===== config.mk =====
export PLATFORM = sky130hd
export DESIGN_NAME = adder16_0_err_eval
export DESIGN_NICKNAME = d
export VERILOG_FILES = /design/src/rtl/adder16_0_err_eval.sv
export SDC_FILE = /design/constraint.sdc
export NUM_CORES = 1
export LEC_CHECK = 0
export BUFFER_PORTS_ARGS = -buffer_cell sky130_fd_sc_hd__buf_4
export CELL_PAD_IN_SITES_DETAIL_PLACEMENT = 0
export CELL_PAD_IN_SITES_GLOBAL_PLACEMENT = 2
export CORE_MARGIN = 3
export CORE_UTILIZATION = 33
export CTS_CLUSTER_DIAMETER = 40
export CTS_CLUSTER_SIZE = 30
export DETAILED_ROUTE_END_ITERATION = 10
export GPL_TIMING_DRIVEN = 0
export PLACE_DENSITY = 0.87
export REMOVE_ABC_BUFFERS = 1
export SLEW_MARGIN = 20
export SYNTH_ARGS = -nofsm -noshare
export SYNTH_HDL_FRONTEND = slang
export SYNTH_SLANG_ARGS = --single-unit

===== constraint.sdc =====
create_clock -name clk -period 3.3 [get_ports clk]
set_clock_uncertainty 0.05 [all_clocks]
set_input_delay 0.33 -clock clk [delete_from_list [all_inputs] [get_ports clk]]
set_output_delay 0.33 -clock clk [all_outputs]
set_load 0.01 [all_outputs]

===== src/rtl/adder16_0_err_eval.sv =====
// Error-evaluation stage for one BMF partition of adder16: sweeps every input
// vector into externally driven exact/approximate netlists and accumulates error metrics.
module adder16_0_err_eval #(
  parameter int NI  = 6,
  parameter int NO  = 4,
  parameter int LAT = 1
) (
  input  logic                   clk,
  input  logic                   rst,
  input  logic                   start,
  output logic [NI-1:0]          vec_out,
  output logic                   vec_valid,
  input  logic [NO-1:0]          exact_in,
  input  logic [NO-1:0]          approx_in,
  output logic                   busy,
  output logic                   done,
  output logic [NI:0]            err_count,
  output logic [NI+2:0]          ham_sum,
  output logic [NO*(NI+1)-1:0]   bit_err,
  output logic [NI+NO-1:0]       abs_err_sum,
  output logic [NO-1:0]          max_abs_err
);

  localparam logic [NI-1:0] LAST_VEC = '1;
  localparam int            PW       = $clog2(NO + 1);

  typedef enum logic [1:0] {IDLE, SWEEP, DRAIN, DONE} state_t;

  state_t        state;
  logic [2:0]    drain_cnt;
  logic          sample_vld;
  logic          clear;
  logic [NO-1:0] diff;
  logic [NO-1:0] ae;
  logic [PW-1:0] pop;

  // A new sweep may only be launched from IDLE or DONE; start while busy is dropped.
  assign clear = start && (state == IDLE || state == DONE);

  // Delayed copy of vec_valid marks the cycle in which the partitions' answer arrives.
  generate
    if (LAT == 0) begin : g_no_delay
      assign sample_vld = vec_valid;
    end else begin : g_delay
      logic [LAT-1:0] vld_line;
      always_ff @(posedge clk) begin
        if (rst) begin
          vld_line <= '0;
        end else begin
          vld_line[0] <= vec_valid;
          for (int i = 1; i < LAT; i++) vld_line[i] <= vld_line[i-1];
        end
      end
      assign sample_vld = vld_line[LAT-1];
    end
  endgenerate

  // NOTE: every variable in an always_comb gets a default before any branch, so no latch is inferred.
  always_comb begin
    diff = approx_in ^ exact_in;
    pop  = '0;
    for (int b = 0; b < NO; b++) pop = pop + PW'(diff[b]);
    ae = (approx_in >= exact_in) ? (approx_in - exact_in) : (exact_in - approx_in);
  end

  // NOTE: sequential state is written with non-blocking assignments only, so every flop sees pre-edge values.
  always_ff @(posedge clk) begin
    if (rst) begin
      state     <= IDLE;
      vec_out   <= '0;
      vec_valid <= 1'b0;
      busy      <= 1'b0;
      done      <= 1'b0;
      drain_cnt <= '0;
    end else begin
      case (state)
        IDLE: begin
          if (start) begin
            state     <= SWEEP;
            vec_out   <= '0;
            vec_valid <= 1'b1;
            busy      <= 1'b1;
          end
        end
        SWEEP: begin
          if (vec_out == LAST_VEC) begin
            vec_valid <= 1'b0;
            if (LAT > 0) begin
              state     <= DRAIN;
              drain_cnt <= 3'(LAT - 1);
            end else begin
              state <= DONE;
              busy  <= 1'b0;
            end
          end else begin
            vec_out <= vec_out + 1'b1;
          end
        end
        DRAIN: begin
          if (drain_cnt == '0) begin
            state <= DONE;
            busy  <= 1'b0;
          end else begin
            drain_cnt <= drain_cnt - 1'b1;
          end
        end
        DONE: begin
          // done is raised one cycle after entry so the final sample has already landed.
          if (start) begin
            state     <= SWEEP;
            vec_out   <= '0;
            vec_valid <= 1'b1;
            busy      <= 1'b1;
            done      <= 1'b0;
          end else begin
            done <= 1'b1;
          end
        end
        default: state <= IDLE;
      endcase
    end
  end

  // Widths cover a full sweep of worst-case errors, so the sums never wrap.
  always_ff @(posedge clk) begin
    if (rst || clear) begin
      err_count   <= '0;
      ham_sum     <= '0;
      bit_err     <= '0;
      abs_err_sum <= '0;
      max_abs_err <= '0;
    end else if (sample_vld) begin
      err_count   <= err_count + (NI+1)'(diff != '0);
      ham_sum     <= ham_sum + (NI+3)'(pop);
      abs_err_sum <= abs_err_sum + (NI+NO)'(ae);
      if (ae > max_abs_err) max_abs_err <= ae;
      for (int b = 0; b < NO; b++)
        bit_err[b*(NI+1) +: NI+1] <= bit_err[b*(NI+1) +: NI+1] + (NI+1)'(diff[b]);
    end
  end

endmodule


* Word level (Yosys, flattened, before mapping)
Index checks and enable logic that the tools add are counted.
Operators by class: add/subtract/negate cells 14, multiply operators 0, divide/modulo/power cells 0, $lt $le $gt $ge 2, eq/ne operators 9, shift-type cells 0, muxes and demuxes 17, bitwise operators 2, reduce and logical (&&, ||, !) cells 15
Operators by type and width (number):
- adder 7 x 1 -> 7 bit | 5
- AND reduction 3 bit | 5
- two-way mux 6 bit | 2
- one-hot mux 6 bit (2 select lines) | 1
- adder 10 x 4 -> 10 bit | 1
- adder 9 x 3 -> 9 bit | 1
- inequality test 2 bit (second input constant) | 4
- subtractor 4 bit | 2
- adder 6 x 1 -> 6 bit (second input constant) | 1
- equality test 6 bit (second input constant) | 1
- two-way mux 2 bit | 3
- two-way mux 3 bit | 2
- one-hot mux 2 bit (3 select lines) | 1
- one-hot mux 3 bit (2 select lines) | 1
- equality test 2 bit (second input constant) | 2
- greater-or-equal comparator 4 bit | 1
- > comparator 4 bit | 1
- two-way mux 1 bit | 4
- two-way mux 4 bit | 1
- one-hot mux 1 bit (2 select lines) | 2
- nonzero test 2 bit | 2
- nonzero test 4 bit | 1
- XOR 4 bit | 1
- adder 2 x 1 -> 3 bit | 1
- 12 further kinds | 13
Storage, ports and cells: register bits 73, bits in latches 0, memory bits (writable) 0, memory bits (read-only) 0, input port bits 11, memories kept 0

* Logic depth before layout (Yosys ltp)
word-level depth 5, depth in mapped cells 14

* Least setup slack after synthesis
No wires, ideal clock.
path type in2reg, from input approx_in[0], to register max_abs_err[2], library setup time 0.128 ns, arrival 2.577 ns, slack 0.545 ns, stages on the path 14, buffers on the path 0, cell sequence inv_1 ha_1 inv_1 fa_1 a21oi_1 o21ai_1 mux2i_1 inv_1 ha_1 nor2b_1 o211ai_1 a21oi_2 mux2i_1 nor2_1
On the way: word-level cells in the longest chain between the ends 4, elaborated cells between the ends (all ways) 6, classes of those cells 2 x add/sub; 2 x order compare; 1 x mux; 1 x reduce/logical
RTL lines:
- from (decl) | RTL line 14 | input logic [NO-1:0] approx_in,
- subtractor 4 bit / greater-or-equal comparator 4 bit (equally long branches) | RTL line 63 | ae = (approx_in >= exact_in) ? (approx_in - exact_in) : (exact_in - approx_in);
- two-way mux 4 bit (*) | RTL line 63
- via ae[1] | RTL line 34 | logic [NO-1:0] ae;
- > comparator 4 bit (*) | RTL line 136 | if (ae > max_abs_err) max_abs_err <= ae;
- AND reduction 2 bit (no line) (*)
- to (signal assigned) | RTL line 131 | max_abs_err <= '0;
- to (signal assigned) | RTL line 136
- to (decl) | RTL line 21 | output logic [NO-1:0] max_abs_err
Mark *: on every way through the listed nets, which the timed path passes. The rest lies on a longest branch. A chain may end at the register's enable or synchronous reset.

* Worst setup path in the final report
Ends and elaborated chain as after synthesis.

==> results_dict.tcl <==
set metrics [dict create \
    run_status "completed" \
    slew_headroom_pct 65.74 \
    postPlaceCellArea_um2 4588 \
    syn_avg_cell_area_um2 8.810 \
    hold_viol 0 \
    reg2reg_slack_ns 0.95 \
    cts_buffers 9 \
    rsz0062_at_grt "no" \
    grt_usage_pct 13.53 \
    synthToLayoutAreaGrowth_pct 28.34 \
    synth_top_cells_by_count "dfxtp_1, nor2_1, ha_1, inv_1, nand2_1" \
    max_slew.worst_pin.slew_ns 0.5139 \
    fin_crit_ns 2.959 \
    synth_cell_type_count 47 \
    ys.flop_type "dfxtp_1" \
    cts-root-buf "clkbuf_16" \
    async_flop_share_pct 0 \
    design_power_total_mw 2.886 \
    fin_nets 566 \
    die-height_um 114.0 \
    maxSlewViolCount 0 \
    reg2reg_depth 10 \
    wl_um 8524 \
    crit_chain "buf_4 > inv_1 > ha_1 > inv_1 > fa_1 > a21oi_1 > o21ai_1 > mux2i_1 > inv_1 > ha_1 > nor2b_1 > o211ai_1 > a21oi_2 > mux2i_1 > nor2_1" \
    dp_cells 644 \
    yosys_warnings 0 \
    antenna_found_initial 0 \
    synth-edff-count 0 \
    grt_pass1_vias 2974 \
    critPathMaxStageDelay_ns 0.43 \
    hold_class "input port to flip-flop" \
    clockBufferDepth 2 \
    setup_viol 0 \
    cp-endpoint "max_abs_err[2]" \
    initialDrtViolationCount 163 \
    postLayoutCellArea_um2 4941 \
    cts-hold-fix-buffers 0 \
    hold-worst-slack_ns 0.1728 \
    fill_cells 1092 \
    ys_seq_area_share_pct 37.96 \
    antenna_left 0 \
    maxCapViolCount 0 \
    yosysMostFrequentCell "dfxtp_1" \
    vias 3200 \
    ir_drop_mv 0.2158 \
    yosys_register_bits 73 \
    r2r_start "ham_sum[0]" \
    setup_tns_ns 0 \
    cts.sinks 73 \
    start_kind "input port" \
    startpoint "approx_in[0]" \
    die-width_um 114.0 \
    initial_core_util_pct 34.60 \
    drc_errors 0 \
    netlist_area_um2 3850 \
    critical_path_arrival_ns 3.11 \
    worstPathRequired_ns 3.46 \
    min_period_over_period_pct 89.65 \
    path_clk_slew_ns 0.06 \
    grt-ovfl-total 0 \
    rows 38 \
    htreeDepth 3 \
    n_antenna_cell 0 \
    netlist_instances 437 \
    port_buffers 77 \
    grt_pass1_wl_um 14170 \
    crit_type "input port to flip-flop" \
    ios 78 \
    fin_cells 660 \
    firstDrtPassIters 4 \
    endpoint_kind "flip-flop" \
    synth_top_area_share_pct 37.96 \
    dpl.hpwl_um 6341 \
    clock_latency_ns 0.33 \
    post_drt_wl_per_cell_um 12.92 \
    drive_above_1_share_pct 20.38 \
    powerDensity_nw_per_um2 584.1 \
    yosys.area.top_type "dfxtp_1" \
    crit_slowest_cell "fa_1" \
    max_freq_mhz 338.0 \
    gp_congestion 0.8169 \
    crit_fanout 7 \
    ys_top_cells_by_area "dfxtp_1, ha_1, xor2_1, nor2_1, mux2i_1" \
    timing.rr.end "ham_sum[8]" \
    post_cts_resized 0 \
    crit_top_cell "inv_1" \
    grt_max_degree 35 \
    postCtsSetupRepairBufs 0 \
    p_leak_nw 2.072 \
    core_area_um2 11130 \
    die-area_um2 13000 \
    vias_per_cell 4.848 \
    cts_tree "done" \
]
==> registers in the layout (all words and copies together) (netlist names) <==
register / flops
busy: 1
done: 1
max_abs_err: 4
bit_err: 28
ham_sum: 9
err_count: 7
drain_cnt: 3
state: 2
g_delay.vld_line: 1
vec_out: 6
abs_err_sum: 10
vec_valid: 1
==> area by class of cell <==
type / instances / area (um^2) / area share (%)
well taps: 140 / 175.2 / 3.545
clock inverters: 6 / 113.9 / 2.304
repair buffers: 79 / 618.1 / 12.51
flip-flops and latches: 73 / 1463 / 29.60
inverters: 36 / 135.1 / 2.735
multi-input cells: 316 / 2197 / 44.47
clock buffers: 10 / 239.0 / 4.837
==> worst max-delay path: cells and delay by family <==
kind            cells  cell delay, ns
compound gates      4            0.74
fa+ha+maj           3            0.90
buf+inv             4            0.33
mux                 2            0.61
simple gates        2            0.19
==> placed cells by master, fill, tap and decap left out, types with 6 or more instances in the layout <==
master,count
fa_1,6
nand2_1,33
ha_1,34
buf_4,77
dfxtp_1,72
o21ai_0,15
a211oi_1,10
clkbuf_16,9
mux2i_1,17
nor2_1,58
xor2_1,25
a21oi_1,30
xnor2_1,6
nand4_1,15
inv_1,34
nand3_1,9
or3_1,11
==> metrics by stage <==
stage                     worst slack (ns)  utilization [%]
final                               0.3414            44.41
after global routing               0.09057            44.41
after CTS                           0.3496            44.41
after detailed placement         -0.007316            41.24
after global placement            -0.03703            40.86
after floorplan                     0.5071                -
==> logic make-up (layout without fill, tap and decap cells) <==
kind of cell,count (synthesis),after routing,share of synthesized area [%]
and+or+nand+nor,150,150,18.30
AOI/OAI and AO/OA,78,78,13.10
DFF,73,73,37.96
buffers and inverters,48,131,5.005
adders and majority gates,40,40,14.17
xor gates and xnor gates,31,31,7.052
muxes,17,17,4.420
==> worst min-delay path by stage <==
stage	start	endpoint	slack, ns	depth (start not counted)
3_5_place_dp	drain_cnt[0]	drain_cnt[0]	0.43	2
5_1_grt	start	done	0.19	2
6_report	start	done	0.17	2
4_1_cts	start	done	0.15	2
2_1_floorplan	rst	state[1]	0.35	1
3_3_place_gp	bit_err[20]	bit_err[20]	0.42	2
==> power by group <==
group	total, mW	switching [mW]	internal (mW)
clock network	1.15	0.388	0.762
registers	1.00	0.0603	0.943
logic	0.733	0.429	0.305
==> layer usage <==
| layer | vias up | GRT usage, % | part of all wire (%) |
|---|---|---|---|
| met5 | - | 0 | 0 |
| met1 | 1473 | 18.41 | 49 |
| met3 | 9 | 3.501 | 5.6 |
| li1 | 1652 | - | - |
| met2 | 66 | 20.14 | 44 |
| met4 | 0 | 6.017 | 1.8 |
(Power assumes the default switching activity.)
